<file path="config.mk">
export PLATFORM = sky130hd
export DESIGN_NAME = ssd_scan_decoder
export DESIGN_NICKNAME = d
export VERILOG_FILES = /design/src/rtl/ssd_scan_decoder.sv
export SDC_FILE = /design/constraint.sdc
export NUM_CORES = 1
export LEC_CHECK = 0
export CAP_MARGIN = 20
export CORE_UTILIZATION = 30
export CTS_BUF_LIST = sky130_fd_sc_hd__clkbuf_4 sky130_fd_sc_hd__clkbuf_8
export DETAILED_ROUTE_END_ITERATION = 10
export REMOVE_ABC_BUFFERS = 1
export SYNTH_ARGS = -nofsm -noshare
export SYNTH_HDL_FRONTEND = slang
export SYNTH_SLANG_ARGS = --single-unit
</file>
<file path="constraint.sdc">
create_clock -name clk -period 2.9 [get_ports clk]
set_clock_uncertainty 0.1 [all_clocks]
set_input_delay 0.435 -clock clk [delete_from_list [all_inputs] [get_ports clk]]
set_output_delay 0.435 -clock clk [all_outputs]
set_load 0.01 [all_outputs]
</file>
<file path="src/rtl/ssd_scan_decoder.sv">
// ssd_scan_decoder: recovers the 16-bit word shown on a time-multiplexed,
// active-low seven-segment display. Each digit must be stable for SETTLE
// edges before its segment pattern is decoded into a hex nibble. Once all
// four digits have been captured, the word is published with a one-cycle
// value_valid pulse. link_lost flags TIMEOUT edges without any capture.
module ssd_scan_decoder #(
  parameter int SETTLE  = 4,
  parameter int TIMEOUT = 1024
) (
  input  logic        clk,
  input  logic        reset,
  input  logic [3:0]  an,
  input  logic [6:0]  seg_in,
  output logic [15:0] value,
  output logic        value_valid,
  output logic        frame_error,
  output logic [3:0]  digit_mask,
  output logic        link_lost
);

  localparam logic [7:0]  SETTLE_C  = 8'(SETTLE);
  localparam logic [15:0] TIMEOUT_C = 16'(TIMEOUT);

  typedef enum logic [1:0] {ST_WAIT, ST_SETTLE, ST_CAPT} state_t;

  state_t      state_reg, state_next;
  logic [7:0]  cnt_reg, cnt_next;
  logic [3:0]  an_prev_reg;
  logic [6:0]  seg_prev_reg;
  logic [3:0]  shadow_reg [4];
  logic        err_reg;
  logic [15:0] idle_reg, idle_next;

  logic        legal;
  logic [1:0]  digit_idx;
  logic [6:0]  seg_on;
  logic [3:0]  nibble;
  logic        bad;
  logic        capture;
  logic        complete;
  logic        timeout_hit;
  logic        same_an, same_seg;

  assign seg_on   = ~seg_in;
  assign same_an  = (an == an_prev_reg);
  assign same_seg = (seg_in == seg_prev_reg);

  // A frame is published on the edge after the last missing digit lands.
  assign complete = (digit_mask == 4'hF);

  // Idle counter saturates at TIMEOUT; a capture always restarts it.
  assign idle_next   = capture ? 16'd0 :
                       (idle_reg == TIMEOUT_C) ? idle_reg : idle_reg + 16'd1;
  assign timeout_hit = !capture && (idle_next == TIMEOUT_C);

  // Classify the anode lines: only a single low bit selects a digit.
  always_comb begin
    legal     = 1'b1;
    digit_idx = 2'd0;
    case (an)
      4'b1110: digit_idx = 2'd0;
      4'b1101: digit_idx = 2'd1;
      4'b1011: digit_idx = 2'd2;
      4'b0111: digit_idx = 2'd3;
      default: legal = 1'b0;
    endcase
  end

  // Map an active-high gfedcba pattern back to its hex digit.
  always_comb begin
    nibble = 4'h0;
    bad    = 1'b0;
    case (seg_on)
      7'h3F: nibble = 4'h0;
      7'h06: nibble = 4'h1;
      7'h5B: nibble = 4'h2;
      7'h4F: nibble = 4'h3;
      7'h66: nibble = 4'h4;
      7'h6D: nibble = 4'h5;
      7'h7D: nibble = 4'h6;
      7'h07: nibble = 4'h7;
      7'h7F: nibble = 4'h8;
      7'h6F: nibble = 4'h9;
      7'h77: nibble = 4'hA;
      7'h7C: nibble = 4'hB;
      7'h39: nibble = 4'hC;
      7'h5E: nibble = 4'hD;
      7'h79: nibble = 4'hE;
      7'h71: nibble = 4'hF;
      default: bad = 1'b1;
    endcase
  end

  // Settle FSM: count identical legal samples, capture once per activation.
  always_comb begin
    state_next = state_reg;
    cnt_next   = cnt_reg;
    capture    = 1'b0;
    if (!legal) begin
      state_next = ST_WAIT;
      cnt_next   = 8'd0;
    end else begin
      case (state_reg)
        ST_SETTLE: begin
          if (same_an && same_seg) begin
            cnt_next = cnt_reg + 8'd1;
            if (cnt_reg + 8'd1 == SETTLE_C) begin
              capture    = 1'b1;
              state_next = ST_CAPT;
            end
          end else begin
            cnt_next = 8'd1;
          end
        end
        default: begin
          // A zero count means the previous sample was not a legal anode;
          // otherwise only a different anode re-arms after a capture.
          if (cnt_reg == 8'd0 || !same_an) begin
            cnt_next   = 8'd1;
            state_next = ST_SETTLE;
          end else begin
            state_next = ST_WAIT;
          end
        end
      endcase
    end
  end

  // FSM state, settle counter and previous-edge input samples.
  always_ff @(posedge clk) begin
    if (reset) begin
      state_reg    <= ST_WAIT;
      cnt_reg      <= 8'd0;
      an_prev_reg  <= 4'hF;
      seg_prev_reg <= 7'h7F;
    end else begin
      state_reg    <= state_next;
      cnt_reg      <= cnt_next;
      an_prev_reg  <= an;
      seg_prev_reg <= seg_in;
    end
  end

  // One shadow nibble per digit, written only by a capture of that digit.
  for (genvar gi = 0; gi < 4; gi++) begin : g_digit
    // Store the decoded nibble when this digit is captured.
    always_ff @(posedge clk) begin
      if (reset) begin
        shadow_reg[gi] <= 4'h0;
      end else if (capture && digit_idx == 2'(gi)) begin
        shadow_reg[gi] <= nibble;
      end
    end
  end

  // Frame bookkeeping: mask, error flag, publication and link supervision.
  always_ff @(posedge clk) begin
    if (reset) begin
      value       <= 16'h0000;
      value_valid <= 1'b0;
      frame_error <= 1'b0;
      digit_mask  <= 4'h0;
      err_reg     <= 1'b0;
      idle_reg    <= 16'd0;
      link_lost   <= 1'b0;
    end else begin
      value_valid <= complete;
      if (complete) begin
        value       <= {shadow_reg[3], shadow_reg[2], shadow_reg[1], shadow_reg[0]};
        frame_error <= err_reg;
      end
      digit_mask <= ((complete || timeout_hit) ? 4'h0 : digit_mask) |
                    (capture ? ~an : 4'h0);
      err_reg    <= ((complete || timeout_hit) ? 1'b0 : err_reg) | (capture & bad);
      idle_reg   <= idle_next;
      if (capture) begin
        link_lost <= 1'b0;
      end else if (timeout_hit) begin
        link_lost <= 1'b1;
      end
    end
  end

endmodule

</file>
Word-level counts from Yosys, hierarchy flattened
Memories as Yosys holds them, arrays and structs flattened. A register that Yosys moved wholly into a read port is not among the register bits.
Index checks and enable logic that the tools add are counted.
- flip-flop bits (word level): 45
- memory bits (writable): 16
- input port bits: 13
- output and inout bits: 23
- word-level logic and storage cells: 111
- memories kept: 1
- $add $sub $neg: 2
- equality and inequality tests: 32
- multiplexer cells: 38
- bitwise operators: 10
- reduce and logical (&&, ||, !) cells: 18
- memory list (memory ; words ; bits a word ; read ports ; clocked after Yosys merged registers in ; write ports ; line ; text):
    shadow_reg ; 4 ; 4 ; 4 ; 4 ; 4 ; 30 ; logic [3:0] shadow_reg [4];
- operators with widths (cell ; number):
    $eq 7x7->1 const B ; 12
    $pmux 4 s15 ; 1
    $eq 16x11->1 const B ; 2
    $mux 16 ; 2
    $mux 4 ; 6
    $mux 8 ; 3
    $mux 1 ; 22
    $add 16x1->16 const B ; 1
    $eq 4x4->1 const B ; 4
    $reduce_or 16->1 ; 1
    $eq 7x3->1 const B ; 2
    $eq 7x6->1 const B ; 2
    $add 8x1->8 const B ; 1
    $eq 8x3->1 const B ; 1
    $logic_not 8->1 ; 1
    $eq 7x7->1 ; 1
    $not 7->7 ; 1
    $logic_and 1x1->1 ; 6
    $mux 2 ; 3
    $pmux 2 s3 ; 1
    $or 1x1->1 ; 5
    $eq 2x1->1 const B ; 2
    $eq 2x2->1 const B ; 2
    $eq 4x3->1 const B ; 1
    13 further kinds ; 17

Depth between registers and ports, before layout
Gate-level depths: netlist of the first run.
- depth after elaboration: 12
- depth in mapped cells: 9
- depth with buffers taken out: 9

Worst setup path before layout of the first run
No wires, ideal clock.
- path type: reg2reg
- from: reg idle_reg[5]
- to: reg err_reg
- library setup time: 0.114 ns
- arrival: 2.388 ns
- data required time: 2.686 ns
- slack: 0.298 ns
- stages on the path, launching flop included: 9
- path buffers: 1
- period minus slack after synthesis: 2.602 ns
- cells stage by stage: dfxtp_1 -> clkbuf_2 -> nand4_2 -> nor3_4 -> nand3_2 -> a221o_1 -> or4b_4 -> o311a_1 -> a21o_1
- word-level cells in the longest chain between the ends: 8
- elaborated cells on any way between the ends: 9
- classes of those cells: add/sub (1); eq/ne (2); mux (3); bitwise (1); reduce/logical (2)
- ends and longest elaborated chain (what ; line ; text):
    start, declared ; 32 ; logic [15:0] idle_reg, idle_next;
    start signal, assigned ; 175 ; idle_reg <= idle_next;
    $add 16x1->16 / $eq 16x11->1 (equally long branches) ; 53 ; (idle_reg == TIMEOUT_C) ? idle_reg : idle_reg + 16'd1;
    $mux 16 (*) ; 53 ;
    $mux 16 (*) ; 52 ; assign idle_next = capture ? 16'd0 :
    $eq 16x11->1 (*) ; 54 ; assign timeout_hit = !capture && (idle_next == TIMEOUT_C);
    $logic_and 1x1->1 (*) ; 54 ;
    $logic_or 1x1->1 (*) ; 174 ; err_reg <= ((complete || timeout_hit) ? 1'b0 : err_reg) | (capture & bad);
    $mux 1 (*) ; 174 ;
    $or 1x1->1 (*) ; 174 ;
    end signal, assigned ; 174 ;
    end, declared ; 31 ; logic err_reg;
Every way passes the cells marked *; elsewhere a longest branch is shown, timed or not.
A chain may end at the register's enable or synchronous reset.

Worst setup path in the final report of the first run
- from: reg idle_reg[2]
- to: reg err_reg
Same word-level chain as after synthesis.

==> results of run 1 <==
metrics by stage:
| step | hold slack [ns] | setup WS [ns] | area (sq um) | TNS [ns] |
|---|---|---|---|---|
| 6_report | 0.356 | 0.156 | 4500 | 0 |
| 5_1_grt | 0.384 | 0.0279 | 4500 | 0 |
| 4_1_cts | 0.358 | 0.0930 | 4480 | 0 |
| 3_5_place_dp | 0.347 | -0.0303 | 4280 | -0.0836 |
| 3_3_place_gp | 0.343 | 0.00740 | 4280 | 0 |
| 2_1_floorplan | 0.326 | 0.254 | 3560 | 0 |
cell type report:
cell class / count / area (sq um) / area share
multi-input cells: 316 / 1850 / 0.411
inverters: 8 / 30.0 / 0.00668
well taps: 143 / 179 / 0.0398
repair buffers: 60 / 538 / 0.120
flip-flops and latches: 77 / 1700 / 0.378
clock buffers: 10 / 131 / 0.0292
clock inverters: 6 / 71.3 / 0.0159
kinds of logic (layout without fill, tap and decap cells):
group,after synthesis,after routing,synth area share
adder cells (fa/ha/maj),4,4,0.0137
AO/OA/AOI/OAI,68,68,0.117
flip-flops,77,77,0.466
buffers and inverters,30,84,0.0332
AND/OR/NAND/NOR,213,213,0.296
XOR/XNOR,30,30,0.0719
multiplexers,1,1,0.00274
layer usage:
layer | vias to the layer above | wire (um) | part of all wire | track usage
met5 | - | 0 | 0 | 0
met4 | 0 | 173 | 0.022 | 0.0747
met3 | 11 | 213 | 0.027 | 0.0211
met2 | 60 | 3710 | 0.48 | 0.225
met1 | 1381 | 3700 | 0.47 | 0.161
li1 | 1577 | - | - | -
worst max-delay path, delay by kind of cell, from the launching register on:
kind | cells | cell delay (ns)
simple gates | 4 | 1.19
compound gates | 3 | 0.87
flops | 1 | 0.48
power breakdown:
part           total (mW)  leakage, nW  switching (mW)  internal, mW
clock network       0.828       0.0965           0.415         0.413
logic               0.155        0.849          0.0847        0.0699
registers            1.12        0.667          0.0117          1.11
synth_stat cells (2+ instances only):
library cell	count
a211oi_1	7
a21o_1	4
a21oi_1	26
a31o_2	2
a31oi_1	4
a41o_1	2
and3_1	7
and4_1	4
buf_4	2
clkbuf_1	19
dfxtp_1	61
edfxtp_1	16
ha_1	4
inv_1	8
nand2_1	55
nand2b_1	4
nand3_1	15
nand3b_1	2
nand4_1	6
nor2_1	57
nor2b_1	6
nor3_1	14
nor3b_1	2
nor4_1	10
nor4b_1	5
o21ai_0	12
o22ai_1	2
o31ai_1	2
or2_2	14
or3_1	3
xnor2_1	9
xor2_1	21
timing repair:
item	CTS	global route
gates resized for setup	0	3
hold endpoints to repair	0	0
setup endpoints to repair	0	5
worst max-delay path by stage:
stage and to:
5_1_grt err_reg, 6_report err_reg, 3_3_place_gp shadow_reg[0][0], 4_1_cts digit_mask[3]
3_5_place_dp shadow_reg[0][2], 2_1_floorplan err_reg
==> impl_metrics.tcl, run 1 <==
set metrics [dict create \
    synth-seq-cells 77 \
    grt_pass1_wl_um 13400 \
    place_congestion 0.796 \
    power_mw 2.10 \
    worst_slew_pin_slew_ns 0.753 \
    drt-initial-drc-count 207 \
    ant_nets 0 \
    startpoint "idle_reg[2]" \
    cts_tree "built" \
    leakage_nw 1.61 \
    reg2reg_depth 7 \
    io_buffer_count 35 \
    status "complete, no violations" \
    layout-drive-gt1-share 0.143 \
    setup-violations-final 0 \
    dp_hpwl_um 5700 \
    cts_root_buf "clkbuf_8" \
    antenna_found_initial 0 \
    cp.required_ns 3.06 \
    maxSlewViolCount 0 \
    start_util 0.313 \
    viasPerCell 4.89 \
    rsz0062_at_grt "false" \
    min-delay-start "value[12]" \
    crit_fanout 8 \
    drcViolationCount 0 \
    timing.rr.end "err_reg" \
    netlist_area_sq_um 3650 \
    grt_max_degree 29 \
    die_area_sq_um 12600 \
    yosys.area.top_type "dfxtp_1" \
    postSynthCellCount 423 \
    cts_setup_buffers 0 \
    cap_violations 0 \
    synth_top_area_frac 0.334 \
    final_core_util 0.386 \
    grt_pass1_vias 2913 \
    min_path_type "register to register" \
    grt_overflow_total 0 \
    cts_num_sinks 77 \
    finalHoldViolations 0 \
    clk_latency_ns 0.36 \
    slew_headroom 0.496 \
    io_pins 36 \
    synth.area.top_cells "dfxtp_1 33%, edfxtp_1 13%, nor2_1 5.9%, nand2_1 5.7%, xor2_1 5.0%" \
    h-tree-depth 3 \
    nets 489 \
    regToRegSetupSlack_ns 0.16 \
    worstSetupEndpointType "register" \
    yosysWarningCount 0 \
    cp-start-kind "register" \
    netlist-cell-type-count 50 \
    max_freq_ghz 0.364 \
    syn_area_per_cell_sq_um 8.64 \
    worstHoldPathCells 2 \
    coreArea_sq_um 11700 \
    path_class "register to register" \
    final_cells 620 \
    rows 39 \
    cts_hold_buf 0 \
    power_density_nw_per_um2 468 \
    dp.cells 604 \
    vias 3029 \
    fillers 1171 \
    slowest_delay_ns 0.54 \
    layout_commonest_cell "dfxtp_1" \
    ir_drop_mv 0.215 \
    ys.flop_type "dfxtp_1" \
    die_height_um 112 \
    routed_wirelength_um 7800 \
    area_delta_synth_final_pct 23.1 \
    ys_seq_area_frac 0.466 \
    crit_slowest_cell "or4b_4" \
    wl_per_cell_um 12.6 \
    cp.arrival_ns 2.90 \
    cts_buffer_depth 2 \
    numCtsBuffers 9 \
    synthArstFlopShare 0 \
    die_w_um 112 \
    final_cell_mix "61 x dfxtp_1, 57 x nor2_1, 55 x nand2_1, 35 x clkdlybuf4s50_1, 26 x a21oi_1" \
    dr.pass1.iters 4 \
    grt_usage 0.133 \
    r2r_start "idle_reg[2]" \
    antenna_cells 0 \
    period_needed_ns 2.74 \
    finalCritPeriodShare 0.946 \
    path_clk_slew_ns 0.08 \
    synth_edf_count 16 \
    hold_end "value[12]" \
    crit_chain "nand4_2 -> nor3_4 -> nand3_2 -> a221o_1 -> or4b_4 -> o311a_1 -> a21o_1" \
]
(Power assumes the default switching activity.)
==> run 2, diff against run 1 <==
Settings changed: SLEW_MARGIN set to 0.
==> results of run 2 <==
Same layout as run 1: the final DEF is identical, and so are final timing and power.
